--- config.mk ---
export PLATFORM = sky130hd
export DESIGN_NAME = tg68k_fpu_const_sequencer_flat
export DESIGN_NICKNAME = d
export VERILOG_FILES = /design/src/rtl/tg68k_fpu_pkg.sv /design/src/rtl/tg68k_fpu_const_sequencer_if.sv /design/src/rtl/tg68k_fpu_const_rr_arb.sv /design/src/rtl/tg68k_fpu_const_sequencer.sv /design/src/flat_wrapper.sv
export SDC_FILE = /design/constraint.sdc
export NUM_CORES = 1
export LEC_CHECK = 0
export CAP_MARGIN = 5
export CELL_PAD_IN_SITES_DETAIL_PLACEMENT = 0
export CELL_PAD_IN_SITES_GLOBAL_PLACEMENT = 2
export CORE_MARGIN = 2
export CORE_UTILIZATION = 24
export DETAILED_ROUTE_END_ITERATION = 10
export PLACE_DENSITY_LB_ADDON = 0.1
export SETUP_SLACK_MARGIN = 0.3
export SLEW_MARGIN = 0
export SYNTH_ARGS = -nofsm -noshare
export SYNTH_HDL_FRONTEND = slang
export SYNTH_SLANG_ARGS = --single-unit
--- constraint.sdc ---
create_clock -name clk -period 2.4 [get_ports clk]
set_clock_uncertainty 0.1 [all_clocks]
set_input_delay 0.72 -clock clk [delete_from_list [all_inputs] [get_ports clk]]
set_output_delay 0.72 -clock clk [all_outputs]
set_load 0.03 [all_outputs]
--- src/rtl/tg68k_fpu_pkg.sv ---
// Shared types, ROM offset map and the offset-legality predicate for the FPU constant sequencer.
package tg68k_fpu_pkg;

  typedef enum logic [1:0] {
    StIdle,
    StIssue,
    StCapture,
    StResp
  } seq_state_e;

  // Extended precision: sign, 15-bit biased exponent, 64-bit explicit-integer mantissa.
  typedef struct packed {
    logic        sign;
    logic [14:0] exp;
    logic [63:0] mant;
  } fp_ext_t;

  localparam logic [6:0] OffPi          = 7'h00;
  localparam logic [6:0] OffLog10Two    = 7'h0B;
  localparam logic [6:0] OffE           = 7'h0C;
  localparam logic [6:0] OffLog2E       = 7'h0D;
  localparam logic [6:0] OffLog10E      = 7'h0E;
  localparam logic [6:0] OffZero        = 7'h0F;
  localparam logic [6:0] OffLn2         = 7'h30;
  localparam logic [6:0] OffLn10        = 7'h31;
  localparam logic [6:0] OffOne         = 7'h32;
  localparam logic [6:0] OffTenPowBase  = 7'h33;
  localparam logic [6:0] OffTenPowLast  = 7'h3F;

  function automatic logic is_undef_offset(input logic [6:0] off);
    return !(off inside {OffPi, OffLog10Two, OffE, OffLog2E, OffLog10E, OffZero,
                         OffLn2, OffLn10, OffOne, [OffTenPowBase:OffTenPowLast]});
  endfunction

endpackage

--- src/rtl/tg68k_fpu_const_sequencer_if.sv ---
// Requester, response and constant-ROM signals of the FPU constant sequencer.
interface tg68k_fpu_const_sequencer_if;
  import tg68k_fpu_pkg::*;

  logic       req_a_valid;
  logic [6:0] req_a_offset;
  logic       req_b_valid;
  logic [6:0] req_b_offset;
  logic       ack_a;
  logic       ack_b;
  fp_ext_t    resp_data;
  logic       resp_undef;
  logic       busy;
  logic [6:0] rom_offset;
  logic       rom_read_enable;
  fp_ext_t    rom_constant_out;
  logic       rom_constant_valid;
  logic       proto_err;

  modport slave (
    input  req_a_valid, req_a_offset, req_b_valid, req_b_offset,
    input  rom_constant_out, rom_constant_valid,
    output ack_a, ack_b, resp_data, resp_undef, busy,
    output rom_offset, rom_read_enable, proto_err
  );

  modport master (
    output req_a_valid, req_a_offset, req_b_valid, req_b_offset,
    output rom_constant_out, rom_constant_valid,
    input  ack_a, ack_b, resp_data, resp_undef, busy,
    input  rom_offset, rom_read_enable, proto_err
  );

endinterface

--- src/rtl/tg68k_fpu_const_rr_arb.sv ---
// Two-way round-robin arbiter; last_grant advances only when the owner accepts the grant.
module tg68k_fpu_const_rr_arb (
  input  logic clk,
  input  logic reset,
  input  logic i_req_a,
  input  logic i_req_b,
  input  logic i_update,
  output logic o_grant_valid,
  output logic o_grant_b
);

  logic r_last_b;

  always_comb begin
    o_grant_valid = i_req_a | i_req_b;
    // B wins alone, or on a tie when A was served last.
    o_grant_b     = i_req_b & (~i_req_a | ~r_last_b);
  end

  always_ff @(posedge clk) begin
    if (reset) begin
      r_last_b <= 1'b1;
    end else if (i_update) begin
      r_last_b <= o_grant_b;
    end
  end

endmodule

--- src/rtl/tg68k_fpu_const_sequencer.sv ---
// Shares the FPU constant ROM between FMOVECR (A) and the microcode engine (B).
// FPU_CONST_CACHE_EN adds a one-entry constant cache that bypasses the ROM on a hit.
module tg68k_fpu_const_sequencer
  import tg68k_fpu_pkg::*;
(
  input  logic                        clk,
  input  logic                        reset,
  tg68k_fpu_const_sequencer_if.slave  bus
);

  seq_state_e r_state, w_state_next;

  logic       w_grant_valid;
  logic       w_grant_b;
  logic       w_arb_update;
  logic [6:0] w_grant_off;
  logic       w_hit;
  fp_ext_t    w_hit_data;
  logic       w_hit_undef;
  logic       w_cap_undef;
  fp_ext_t    w_cap_data;

  logic       r_gnt_b;
  logic [6:0] r_off;
  logic       r_ack_a;
  logic       r_ack_b;
  fp_ext_t    r_resp_data;
  logic       r_resp_undef;
  logic       r_busy;
  logic [6:0] r_rom_offset;
  logic       r_rom_re;
  logic       r_proto_err;

  tg68k_fpu_const_rr_arb u_arb (
    .clk           (clk),
    .reset         (reset),
    .i_req_a       (bus.req_a_valid),
    .i_req_b       (bus.req_b_valid),
    .i_update      (w_arb_update),
    .o_grant_valid (w_grant_valid),
    .o_grant_b     (w_grant_b)
  );

  assign w_grant_off = w_grant_b ? bus.req_b_offset : bus.req_a_offset;
  assign w_cap_undef = is_undef_offset(r_off);
  // A missing ROM valid or an undefined offset both return zero.
  assign w_cap_data  = (bus.rom_constant_valid && !w_cap_undef) ? bus.rom_constant_out : '0;

`ifdef FPU_CONST_CACHE_EN
  logic       r_c_valid;
  logic [6:0] r_c_off;
  fp_ext_t    r_c_data;
  logic       r_c_undef;

  assign w_hit       = r_c_valid && (r_c_off == w_grant_off);
  assign w_hit_data  = r_c_data;
  assign w_hit_undef = r_c_undef;

  always_ff @(posedge clk) begin
    if (reset) begin
      r_c_valid <= 1'b0;
      r_c_off   <= '0;
      r_c_data  <= '0;
      r_c_undef <= 1'b0;
    end else if (r_state == StCapture) begin
      r_c_valid <= 1'b1;
      r_c_off   <= r_off;
      r_c_data  <= w_cap_data;
      r_c_undef <= w_cap_undef;
    end
  end
`else
  assign w_hit       = 1'b0;
  assign w_hit_data  = '0;
  assign w_hit_undef = 1'b0;
`endif

  always_comb begin
    w_state_next = r_state;
    w_arb_update = 1'b0;
    unique case (r_state)
      StIdle: begin
        if (w_grant_valid) begin
          w_arb_update = 1'b1;
          w_state_next = w_hit ? StResp : StIssue;
        end
      end
      StIssue:   w_state_next = StCapture;
      StCapture: w_state_next = StResp;
      StResp:    w_state_next = StIdle;
      default:   w_state_next = StIdle;
    endcase
  end

  always_ff @(posedge clk) begin
    if (reset) begin
      r_state      <= StIdle;
      r_gnt_b      <= 1'b0;
      r_off        <= '0;
      r_ack_a      <= 1'b0;
      r_ack_b      <= 1'b0;
      r_resp_data  <= '0;
      r_resp_undef <= 1'b0;
      r_busy       <= 1'b0;
      r_rom_offset <= '0;
      r_rom_re     <= 1'b0;
      r_proto_err  <= 1'b0;
    end else begin
      r_state  <= w_state_next;
      r_busy   <= (w_state_next != StIdle);
      r_ack_a  <= 1'b0;
      r_ack_b  <= 1'b0;
      r_rom_re <= 1'b0;
      unique case (r_state)
        StIdle: begin
          if (w_grant_valid) begin
            r_gnt_b <= w_grant_b;
            r_off   <= w_grant_off;
            if (w_hit) begin
              r_resp_data  <= w_hit_data;
              r_resp_undef <= w_hit_undef;
              r_ack_a      <= ~w_grant_b;
              r_ack_b      <= w_grant_b;
            end else begin
              r_rom_re     <= 1'b1;
              r_rom_offset <= w_grant_off;
            end
          end
        end
        StCapture: begin
          r_resp_data  <= w_cap_data;
          r_resp_undef <= w_cap_undef;
          r_ack_a      <= ~r_gnt_b;
          r_ack_b      <= r_gnt_b;
          if (!bus.rom_constant_valid) begin
            r_proto_err <= 1'b1;
          end
        end
        default: ;
      endcase
    end
  end

  assign bus.ack_a           = r_ack_a;
  assign bus.ack_b           = r_ack_b;
  assign bus.resp_data       = r_resp_data;
  assign bus.resp_undef      = r_resp_undef;
  assign bus.busy            = r_busy;
  assign bus.rom_offset      = r_rom_offset;
  assign bus.rom_read_enable = r_rom_re;
  assign bus.proto_err       = r_proto_err;

endmodule

--- src/flat_wrapper.sv ---
// flat-port wrapper written by rule: the top's interface ports become plain ports
module tg68k_fpu_const_sequencer_flat import tg68k_fpu_pkg::*;
  (clk, reset, bus_req_a_valid, bus_req_a_offset, bus_req_b_valid, bus_req_b_offset, bus_rom_constant_out, bus_rom_constant_valid, bus_ack_a, bus_ack_b, bus_resp_data, bus_resp_undef, bus_busy, bus_rom_offset, bus_rom_read_enable, bus_proto_err);
  tg68k_fpu_const_sequencer_if bus_i ();
  input  logic clk;
  input  logic reset;
  input wire logic [$bits(bus_i.req_a_valid)-1:0] bus_req_a_valid;
  input wire logic [$bits(bus_i.req_a_offset)-1:0] bus_req_a_offset;
  input wire logic [$bits(bus_i.req_b_valid)-1:0] bus_req_b_valid;
  input wire logic [$bits(bus_i.req_b_offset)-1:0] bus_req_b_offset;
  input wire logic [$bits(bus_i.rom_constant_out)-1:0] bus_rom_constant_out;
  input wire logic [$bits(bus_i.rom_constant_valid)-1:0] bus_rom_constant_valid;
  output wire logic [$bits(bus_i.ack_a)-1:0] bus_ack_a;
  output wire logic [$bits(bus_i.ack_b)-1:0] bus_ack_b;
  output wire logic [$bits(bus_i.resp_data)-1:0] bus_resp_data;
  output wire logic [$bits(bus_i.resp_undef)-1:0] bus_resp_undef;
  output wire logic [$bits(bus_i.busy)-1:0] bus_busy;
  output wire logic [$bits(bus_i.rom_offset)-1:0] bus_rom_offset;
  output wire logic [$bits(bus_i.rom_read_enable)-1:0] bus_rom_read_enable;
  output wire logic [$bits(bus_i.proto_err)-1:0] bus_proto_err;
  assign bus_i.req_a_valid = bus_req_a_valid;
  assign bus_i.req_a_offset = bus_req_a_offset;
  assign bus_i.req_b_valid = bus_req_b_valid;
  assign bus_i.req_b_offset = bus_req_b_offset;
  assign bus_i.rom_constant_out = bus_rom_constant_out;
  assign bus_i.rom_constant_valid = bus_rom_constant_valid;
  assign bus_ack_a = bus_i.ack_a;
  assign bus_ack_b = bus_i.ack_b;
  assign bus_resp_data = bus_i.resp_data;
  assign bus_resp_undef = bus_i.resp_undef;
  assign bus_busy = bus_i.busy;
  assign bus_rom_offset = bus_i.rom_offset;
  assign bus_rom_read_enable = bus_i.rom_read_enable;
  assign bus_proto_err = bus_i.proto_err;
  tg68k_fpu_const_sequencer u_core (.clk(clk), .reset(reset), .bus(bus_i));
endmodule
* Yosys cells after proc, flatten, opt, wreduce, memory -nomap -nowiden
Cells that the tools add are included.
Word-level totals: bits in registers 97, input port bits 99, output and inout bits 93
Cells by class: $lt $le $gt $ge 2, equality and inequality tests 11, muxes and demuxes 6, bitwise gates (word level) 8, reduce and logical (&&, ||, !) cells 10
Operators with widths (count):
- $mux 80 | 1
- $eq 7x4->1 const B | 5
- $eq 7x6->1 const B | 3
- $reduce_bool 10->1 | 1
- $pmux 2 s4 | 1
- $ge 7x6->1 const B | 1
- $le 7x6->1 const B | 1
- $logic_not 7->1 | 1
- $mux 7 | 1
- $not 1->1 | 5
- $eq 2x2->1 const B | 2
- $reduce_and 2->1 | 2
- $eq 2x1->1 const B | 1
- $logic_and 1x1->1 | 2
- $logic_not 2->1 | 1
- $mux 1 | 2
- $mux 2 | 1
- $or 1x1->1 | 2
- $reduce_bool 2->1 | 1
- $reduce_or 2->1 | 1
- $and 1x1->1 | 1
- $logic_not 1->1 | 1

* Longest topological paths before layout
depth after elaboration 5, gate-level depth with buffers 6

* Cells and area by module
From an unflattened synthesis, not the netlist that was laid out.
Unflattened totals: cell total of the unflattened synthesis 352, area total of the unflattened synthesis 3806.2 um2
Modules (own cells, without submodules):
- tg68k_fpu_const_sequencer | times used 1, cells an instance 347, area an instance 3757.4 um2, seq. area each 1921.8 um2
- tg68k_fpu_const_rr_arb | times used 1, cells an instance 5, area an instance 48.8 um2, seq. area each 20.0 um2

* Least setup slack after synthesis
No wires, ideal clock.
path type input to register, start point input reset, end point register u_core.r_resp_data (netlist bit u_core.bus.resp_data[10]), arrival 1.659 ns, required time 2.213 ns, path slack 0.554 ns, stages on the path 6, path buffers 3, cell sequence buf_2 inv_2 buf_4 clkbuf_1 nand3_1 o31ai_1
RTL lines:
- start, declared | RTL line flat_wrapper.sv:6 | input logic reset;
- end signal, assigned | RTL line tg68k_fpu_const_sequencer.sv:120 | r_resp_data <= w_hit_data;
- end signal, assigned | RTL line tg68k_fpu_const_sequencer.sv:131 | r_resp_data <= w_cap_data;
- end, declared | RTL line tg68k_fpu_const_sequencer.sv:27 | fp_ext_t r_resp_data;

* Final worst setup path
start point register u_core.r_rom_offset[3] (netlist: u_core.bus.rom_offset[3]), end point output bus_rom_offset[3]
RTL lines:
- start, declared | RTL line tg68k_fpu_const_sequencer.sv:30 | logic [6:0] r_rom_offset;
- start signal, assigned | RTL line tg68k_fpu_const_sequencer.sv:126 | r_rom_offset <= w_grant_off;
- end, declared | RTL line flat_wrapper.sv:18 | output wire logic [$bits(bus_i.rom_offset)-1:0] bus_rom_offset;
No word-level cell between the ends.

==> qor.yml <==
clk_pin_slew_worst_paths_ps: 60
post_cts_buffers: 0
worst-path-stages: 1
rr_endpoint: "u_core.bus.resp_data[41]"
start_util: 0.244
fin_nets: 706
setup_tns_ps: 0
io_pins: 192
postSynthCellCount: 436
drtAntennaViolNets: 0
post-route-period-util: 0.846
cp-end-kind: "output port"
fp.dieArea_um2: 17100
cts_tree: "done"
drv_slew: 0
fin_crit_ps: 2030
drt_pass1_iterations: 5
cpLargestDelayFamily: "buffers and inverters"
area_growth_pct: 61.0
crit_start: "u_core.bus.rom_offset[3]"
antenna_found_initial: 0
crit_slowest_cell: "dlygate4sd2_1"
final_util: 0.393
ys_seq_area_frac: 0.504
min_path_type: "reg2reg"
path_max_fanout: 4
hold_viol: 0
avgRoutedWirePerCell_um: 15.6
critPathKind: "reg2out"
core_region_area_um2: 15800
h-tree-depth: 3
wl_um: 12900
layout_common_cells: "97 x clkdlybuf4s50_1, 97 x dfxtp_1, 92 x dlygate4sd2_1"
drt_iter0_markers: 195
start_kind: "flip-flop"
cts_hold_buf: 0
port_buffers: 191
crit_chain: "dlygate4sd2_1"
syn_avg_cell_area_um2: 8.83
required_ps: 1580
die-height_um: 131
post_drt_via_cell_ratio: 4.57
place.gp.congestion: 0.729
drc_errors: 0
synth_warnings: 0
worstRegToRegCells: 5
timing.reg2reg.setup_slack_ps: 640
cts.sinks: 97
grt_first_pass_wirelength_um: 20100
cts_buffer_depth: 2
vias: 3764
pre_cts_slack_ps: 151
overflow: 0
n_antenna_cell: 0
slew_headroom: 0.722
synth_seq_cells: 97
power_density_nw_per_um2: 867
peakVddDrop_v: 0.000476
cts_root_buf: "clkbuf_16"
clock_latency_ps: 340
rows: 46
arrival_ps: 1210
netlist_area_um2: 3850
dpl_cell_area_um2: 5990
outcome: "finished clean"
die_w_um: 131
worst-path-buf-inv: 1
layout-drive-gt1-share: 0.0543
grt_pass1_vias: 3689
rsz0062_at_grt: "false"
fin_ws_ps: 371
cp-endpoint: "bus_rom_offset[3]"
track_usage: 0.153
timing.fmax_mhz: 493
synth_cell_type_count: 31
power_leakage_nw: 2.59
numCtsBuffers: 9
cap_violations: 0
setup_viol: 0
grt_max_degree: 82
place_hpwl_um: 8320
worst_pin_slew_ps: 418
final_cell_area_um2: 6200
max_stage_delay_ps: 460
synth.net_count: 538
r2r_start: "u_core.r_state[0]"
## synth_stat cells, drive strengths merged
library cell / instances / area, µm²
nand3: 80 / 400
nor4: 1 / 12.5
nor3b: 1 / 7.51
nor2b: 1 / 6.26
o21a: 1 / 7.51
nand2: 80 / 300
or2: 1 / 6.26
ha: 3 / 37.5
nor3: 1 / 5.00
o21ai: 8 / 40.0
inv: 4 / 15.0
o31ai: 80 / 601
dfxtp: 97 / 1940
a21o: 1 / 7.51
buf: 11 / 108
a21oi: 8 / 40.0
nand3b: 1 / 7.51
xnor2: 1 / 8.76
o221a: 1 / 11.3
a21boi: 1 / 7.51
a22oi: 1 / 7.51
and3: 2 / 12.5
clkbuf: 35 / 133
a211oi: 3 / 35.0
mux2i: 7 / 70.1
nor2: 6 / 22.5
## sequential cells by signal, indices dropped and copies added, names as in the netlist
name,cells
u_core.bus.busy,1
u_core.bus.ack_a,1
u_core.bus.ack_b,1
u_core.r_gnt_b,1
u_core.bus.resp_data,80
u_core.r_state,2
u_core.bus.rom_offset,7
u_core.bus.resp_undef,1
u_core.bus.rom_read_enable,1
u_core.bus.proto_err,1
u_core.u_arb.r_last_b,1
## where the power goes
part           internal, W  total, W  switching, W
Sequential         0.00178   0.00189      0.000112
Combinational     0.000631   0.00188       0.00125
Clock             0.000995   0.00160      0.000609
Total              0.00341   0.00538       0.00197
## layout make-up
| type | count | area (µm²) |
|---|---|---|
| clock buffers | 13 | 270 |
| clock inverters | 2 | 60.1 |
| fillers | 1634 | 9570 |
| inverters | 4 | 15.0 |
| multi-input cells | 289 | 1660 |
| flip-flops and latches | 97 | 1940 |
| well taps | 216 | 270 |
| repair buffers | 203 | 1980 |
## stage by stage
stage,std cells,power (W),hold slack (ps)
floorplan,436,0.00320,313
global placement,809,0.00395,333
detailed placement,809,0.00395,338
CTS,824,0.00549,349
global route,824,0.00571,363
finish,824,0.00538,345
## per-layer routing
layer / share of wire / up-vias / GRT usage
met3: 0.067 / 10 / 0.0387
met4: 0.012 / 0 / 0.0544
met1: 0.46 / 1743 / 0.201
met5: 0 / - / 0
met2: 0.46 / 114 / 0.244
li1: - / 1897 / -
## kinds of logic (layout without fill, tap and decap cells)
group	count (synthesis)	in the layout	share of synthesized area
flops	97	97	0.504
fa+ha+maj	3	3	0.00975
simple gates	174	174	0.203
mux	7	7	0.0182
xor+xnor	1	1	0.00227
buf+inv	50	222	0.0663
compound gates	104	104	0.197
## worst min-delay path by stage
stage                                   from                       end  depth (start not counted)
finish              u_core.bus.resp_data[54]  u_core.bus.resp_data[54]                          2
floorplan                     u_core.r_gnt_b          u_core.bus.ack_a                          1
detailed placement  u_core.bus.resp_data[29]  u_core.bus.resp_data[29]                          2
global placement     u_core.bus.resp_data[5]   u_core.bus.resp_data[5]                          2
CTS                 u_core.bus.resp_data[29]  u_core.bus.resp_data[29]                          2
global route        u_core.bus.resp_data[51]  u_core.bus.resp_data[51]                          2
## repair_timing
action | CTS | global route
setup endpoints to repair | 93 | 1
endpoints found under the hold margin | 0 | 0
gates resized for setup | 93 | 1
(Power assumes the default switching activity.)
